**config.mk**
```make
export PLATFORM = sky130hd
export DESIGN_NAME = uart_receiver
export DESIGN_NICKNAME = d
export VERILOG_FILES = /design/src/rtl/uart_pkg.sv /design/src/rtl/uart_rx_sync.sv /design/src/rtl/uart_receiver.sv
export SDC_FILE = /design/constraint.sdc
export NUM_CORES = 1
export LEC_CHECK = 0
export ABC_AREA = 0
export BUFFER_PORTS_ARGS = -buffer_cell sky130_fd_sc_hd__buf_4
export CAP_MARGIN = 20
export CORE_ASPECT_RATIO = 0.7
export CORE_UTILIZATION = 31
export CTS_CLUSTER_SIZE = 16
export DETAILED_ROUTE_END_ITERATION = 6
export SYNTH_ARGS = -nofsm -noshare
export SYNTH_HDL_FRONTEND = slang
export SYNTH_SLANG_ARGS = --single-unit
```
**constraint.sdc**
```tcl
create_clock -name clk -period 3.55 [get_ports clk]
set_clock_uncertainty 0.1 [all_clocks]
set_input_delay 0.355 -clock clk [delete_from_list [all_inputs] [get_ports clk]]
set_output_delay 0.355 -clock clk [all_outputs]
set_load 0.02 [all_outputs]
```
**src/rtl/uart_pkg.sv**
```systemverilog
// Shared UART definitions: receiver state encoding, frame width and the
// default baud divider used by both the receiver and the transmitter.
package uart_pkg;

    localparam int unsigned UART_DATA_BITS    = 8;
    localparam int unsigned UART_BAUD_DIVIDER = 434;

    typedef enum logic [1:0] {
        IDLE,
        START,
        DATA,
        STOP
    } uart_rx_state_t;

endpackage : uart_pkg

```
**src/rtl/uart_rx_sync.sv**
```systemverilog
// Two-flop synchronizer for the asynchronous serial line.
// Ports:
//   clk   - system clock
//   reset - asynchronous active-low reset; flops reset to 1 (idle line)
//   d     - asynchronous input
//   q     - synchronized output, two clocks of latency
module uart_rx_sync (
    input  logic clk,
    input  logic reset,
    input  logic d,
    output logic q
);

    logic meta_d, meta_q;
    logic sync_d, sync_q;

    always_comb begin
        meta_d = d;
        sync_d = meta_q;
    end

    always_ff @(posedge clk or negedge reset) begin
        if (!reset) begin
            meta_q <= 1'b1;
            sync_q <= 1'b1;
        end else begin
            meta_q <= meta_d;
            sync_q <= sync_d;
        end
    end

    assign q = sync_q;

endmodule : uart_rx_sync

```
**src/rtl/uart_receiver.sv**
```systemverilog
// 8N1 UART receiver. Samples the synchronized line at mid-bit, assembles a
// byte and holds it with a level data_ready until data_ack. Sticky framing
// and overrun flags are cleared by data_ack.
// Ports:
//   clk           - system clock
//   reset         - asynchronous active-low reset
//   rx            - serial line, idle high, asynchronous to clk
//   data_ack      - consumer acknowledge, clears data_ready and both flags
//   data_out      - last received byte, stable while data_ready=1
//   data_ready    - byte available
//   framing_error - a stop bit was sampled low
//   overrun_error - a frame completed while data_ready was still set
//   busy          - receiver is inside a frame
module uart_receiver
    import uart_pkg::*;
#(
    parameter int unsigned BAUD_DIVIDER = UART_BAUD_DIVIDER,
    parameter bit          MSB_FIRST    = 1'b1
) (
    input  logic                      clk,
    input  logic                      reset,
    input  logic                      rx,
    input  logic                      data_ack,
    output logic [UART_DATA_BITS-1:0] data_out,
    output logic                      data_ready,
    output logic                      framing_error,
    output logic                      overrun_error,
    output logic                      busy
);

    localparam int unsigned CLKS = BAUD_DIVIDER + 1;
    localparam int unsigned HALF = CLKS / 2;
    localparam int unsigned CW   = (CLKS > 1) ? $clog2(CLKS) : 1;

    logic rx_s;

    uart_rx_sync u_sync (
        .clk   (clk),
        .reset (reset),
        .d     (rx),
        .q     (rx_s)
    );

    uart_rx_state_t state_d, state_q;
    logic [CW-1:0]             baud_cnt_d, baud_cnt_q;
    logic [2:0]                bit_cnt_d, bit_cnt_q;
    logic [UART_DATA_BITS-1:0] shreg_d, shreg_q;
    logic [UART_DATA_BITS-1:0] data_out_d, data_out_q;
    logic                      data_ready_d, data_ready_q;
    logic                      framing_error_d, framing_error_q;
    logic                      overrun_error_d, overrun_error_q;
    // Set after a low stop bit: start detection stays disarmed until the
    // line returns high, so a break does not retrigger every cycle.
    logic                      wait_high_d, wait_high_q;

    always_comb begin
        state_d         = state_q;
        baud_cnt_d      = baud_cnt_q;
        bit_cnt_d       = bit_cnt_q;
        shreg_d         = shreg_q;
        data_out_d      = data_out_q;
        wait_high_d     = wait_high_q;
        // Ack clears the old status first; a frame completing in the same
        // cycle then sees data_ready=0 and loads normally.
        data_ready_d    = data_ack ? 1'b0 : data_ready_q;
        framing_error_d = data_ack ? 1'b0 : framing_error_q;
        overrun_error_d = data_ack ? 1'b0 : overrun_error_q;

        unique case (state_q)
            IDLE: begin
                if (wait_high_q) begin
                    if (rx_s) wait_high_d = 1'b0;
                end else if (!rx_s) begin
                    state_d    = START;
                    baud_cnt_d = '0;
                end
            end
            START: begin
                if (baud_cnt_q == CW'(HALF - 1)) begin
                    if (!rx_s) begin
                        state_d    = DATA;
                        baud_cnt_d = '0;
                        bit_cnt_d  = '0;
                    end else begin
                        state_d = IDLE;
                    end
                end else begin
                    baud_cnt_d = baud_cnt_q + 1'b1;
                end
            end
            DATA: begin
                if (baud_cnt_q == CW'(CLKS - 1)) begin
                    baud_cnt_d = '0;
                    if (MSB_FIRST) shreg_d = {shreg_q[UART_DATA_BITS-2:0], rx_s};
                    else           shreg_d = {rx_s, shreg_q[UART_DATA_BITS-1:1]};
                    if (bit_cnt_q == 3'd7) state_d   = STOP;
                    else                   bit_cnt_d = bit_cnt_q + 1'b1;
                end else begin
                    baud_cnt_d = baud_cnt_q + 1'b1;
                end
            end
            STOP: begin
                if (baud_cnt_q == CW'(CLKS - 1)) begin
                    baud_cnt_d = '0;
                    state_d    = IDLE;
                    if (rx_s) begin
                        if (!data_ready_d) begin
                            data_out_d   = shreg_q;
                            data_ready_d = 1'b1;
                        end else begin
                            overrun_error_d = 1'b1;
                        end
                    end else begin
                        framing_error_d = 1'b1;
                        wait_high_d     = 1'b1;
                    end
                end else begin
                    baud_cnt_d = baud_cnt_q + 1'b1;
                end
            end
            default: state_d = IDLE;
        endcase
    end

    always_ff @(posedge clk or negedge reset) begin
        if (!reset) begin
            state_q         <= IDLE;
            baud_cnt_q      <= '0;
            bit_cnt_q       <= '0;
            shreg_q         <= '0;
            data_out_q      <= '0;
            data_ready_q    <= 1'b0;
            framing_error_q <= 1'b0;
            overrun_error_q <= 1'b0;
            wait_high_q     <= 1'b0;
        end else begin
            state_q         <= state_d;
            baud_cnt_q      <= baud_cnt_d;
            bit_cnt_q       <= bit_cnt_d;
            shreg_q         <= shreg_d;
            data_out_q      <= data_out_d;
            data_ready_q    <= data_ready_d;
            framing_error_q <= framing_error_d;
            overrun_error_q <= overrun_error_d;
            wait_high_q     <= wait_high_d;
        end
    end

    assign data_out      = data_out_q;
    assign data_ready    = data_ready_q;
    assign framing_error = framing_error_q;
    assign overrun_error = overrun_error_q;
    assign busy          = (state_q != IDLE);

endmodule : uart_receiver

```
==> flow_metrics.py <==
metrics = {
    "power": {
        "p_switching_uw": 158,
        "pwr-share-clk": 0.452,
        "power.density_nw_per_um2": 383,
        "p_seq_frac": 0.529,
        "p_leak_nw": 0.993,
        "combinationalPowerShare": 0.019,
        "ir_drop_uv": 192,
        "switching_share": 0.202,
        "power_uw": 782,
        "internal_power_uw": 624,
    },
    "critical_path": {
        "worstSetupPathType": "reg2reg",
        "cp_slowest_cell": "or3_4",
        "timing.rr.start": "baud_cnt_q[0]",
        "crit_path_end_kind": "flop",
        "cp_data_required_time_ps": 3620,
        "slowest_delay_ps": 440,
        "crit_fanout": 8,
        "rrSetupSlack_ps": 1190,
        "start_kind": "flop",
        "path_cells": "inv_1 -> ha_1 -> nand4b_4 -> or3_4 -> nor3b_4 -> mux2_2",
        "crit_path_start": "baud_cnt_q[0]",
        "cp.arrival_ps": 2430,
    },
    "clock_network": {
        "cts_inserted_buffers": 5,
        "numClockSinks": 36,
        "ctsLongestPathBuffers": 2,
        "clkLatencyLatePin_ps": 280,
        "root_buffer": "clkbuf_8",
        "clk_pin_slew_ps": 70,
        "cts_tree": "yes",
        "h-tree-depth": 2,
    },
    "die": {
        "die_w_um": 91.2,
        "start_util": 0.325,
        "ios": 16,
        "dieArea_um2": 5880,
        "row_count": 22,
        "die_y_um": 64.5,
        "core_area_um2": 5310,
    },
    "final_layout": {
        "fin_area_um2": 2040,
        "final_common_cell": "dfrtp_1",
        "fillers": 519,
        "drive_gt1_frac": 0.289,
        "final_cells": 238,
        "final_cell_mix": "dfrtp_1, mux2_2, buf_4",
        "finalNetCount": 174,
        "utilization": 0.384,
        "area_delta_synth_final_pct": 18.2,
        "diodes": 0,
    },
    "sta": {
        "worst_pin_slew_ps": 697,
        "finalSetupViolations": 0,
        "slew_viol_final": 0,
        "post-route-period-util": 0.664,
        "finalHoldViolations": 0,
        "max_freq_mhz": 424,
        "fin_crit_ps": 2360,
        "finalWorstSetupSlack_ps": 1190,
        "slew_headroom": 0.535,
        "rsz0062_at_grt": "no",
        "setup_tns_ps": 0,
        "whs_ps": 72.0,
    },
    "min_path": {
        "hold_class": "in2reg",
        "hold_start": "rx",
    },
    "detailed_routing": {
        "drcViolationCount": 0,
        "dr_wl_met2_mm": 1.29,
        "ant_nets": 0,
        "wl_met3_um": 124,
        "drt-pass1-iter-count": 4,
        "vias": 1161,
        "wl_met1_mm": 1.66,
        "routedWlPerCell_um": 13.0,
        "vias_per_cell": 4.88,
        "top_layer": "met4",
        "drtIter0Drc": 111,
        "wirelength_mm": 3.09,
    },
    "flow_run": {
        "cap_viol_max_count": 0,
    },
    "global_route": {
        "grt_max_degree": 37,
        "grt.total_usage": 0.121,
        "overflow": 0,
        "antenna_found_initial": 0,
        "grt_pass1_wl_mm": 5.45,
        "grt_pass1_vias": 1086,
    },
    "synthesis": {
        "ys_ff_latch": 36,
        "yosysWarnings": 0,
        "synthCells": 144,
        "synth_area_per_cell_um2": 12.0,
        "synth_cell_types": 39,
        "async_flop_share": 1.00,
        "synth_edf_count": 0,
        "ys_seq_area_frac": 0.523,
        "synth_area_um2": 1730,
        "synth_fp_nets": 153,
        "ys.flop_type": "dfrtp_1",
    },
    "placed_design": {
        "place.gp.congestion": 0.800,
        "dpl_cell_area_um2": 1920,
        "dp_slack_ps": 1200,
        "port_buffers": 15,
        "place_hpwl_mm": 2.16,
        "dp_cells": 229,
    },
    "run_status": {
        "status": "finished, final reports clean",
    },
}
-- cell type report --
type	instances	area, um^2	area share
Sequential cell	36	903	0.442
Multi-Input combinational cell	98	785	0.384
Timing Repair Buffer	16	123	0.0600
Tap cell	72	90.1	0.0441
Clock buffer	5	68.8	0.0337
Clock inverter	3	42.5	0.0208
Inverter	8	30.0	0.0147
-- kinds of logic after synthesis --
kind of cell	share of synthesized area
DFF	0.523
buffers and inverters	0.0232
AOI/OAI and AO/OA	0.118
and+or+nand+nor	0.160
xor gates and xnor gates	0.00507
adders and majority gates	0.0362
muxes	0.135
-- worst max-delay path: cells and delay by family, from the launching register on --
kind / cells / cell delay (ps)
AND/OR/NAND/NOR: 3 / 1050
multiplexers: 1 / 390
adder cells (fa/ha/maj): 1 / 210
flip-flops: 1 / 390
buffers and inverters: 1 / 110
-- final timing paths --
check	endpoint	cells past startpoint
min in group asynchronous	data_out[7]	2
max reg2reg	data_out[1]	6
max	data_out[1]	6
max in group asynchronous	u_sync.q	2
min	u_sync.meta_q	1
min reg2reg	u_sync.q	0
-- routing by layer --
layer,track usage,vias up
li1,-,572
met1,0.187,563
met2,0.156,24
met3,0.0352,2
met4,0.0417,0
met5,0,-
-- flip-flops by register name, summed over array words and instances, names as in the netlist, named ones only --
register       flops
framing_error      1
state_q            1
wait_high_q        1
baud_cnt_q         9
data_ready         1
overrun_error      1
data_out           8
bit_cnt_q          3
shreg_q            8
u_sync.q           1
u_sync.meta_q      1
-- power by group through the flow --
| stage | Sequential (mW) | Clock (mW) | Combinational [mW] |
|---|---|---|---|
| 6_report | 0.413 | 0.354 | 0.0147 |
| 3_5_place_dp | 0.421 | 0 | 0.0144 |
| 4_1_cts | 0.413 | 0.366 | 0.0154 |
| 3_3_place_gp | 0.421 | 0 | 0.0148 |
| 2_1_floorplan | 0.421 | 0 | 0.00286 |
| 5_1_grt | 0.414 | 0.384 | 0.0172 |
-- what timing repair did --
item / 4_1_cts / 5_1_grt
gates resized for setup: 0 / 0
hold endpoints to repair: 34 / 0
buffers inserted: 0 / 0
endpoints found under the setup margin: 0 / 0
hold buffers: 1 / 0
-- cell usage after synthesis, drive strengths merged, types with 2 or more instances --
master    n  area (um^2)
a2111oi   2         17.5
a211o     2         17.5
a21oi     6         30.0
a221o     4         40.0
a22o      2         17.5
and2      2         12.5
buf       2         10.0
dfrtp    34          851
dfstp     2         52.6
ha        5         62.6
inv       8         30.0
mux2     18          203
mux2i     3         30.0
nand2    11         41.3
nand2b    4         25.0
nand3     4         20.0
nand4b    2         32.5
nor2      5         18.8
nor3      3         15.0
nor4      2         27.5
o21ai     6         30.0
o31ai     3         22.5
or3       2         17.5
Power figures use the tool's default switching activity.
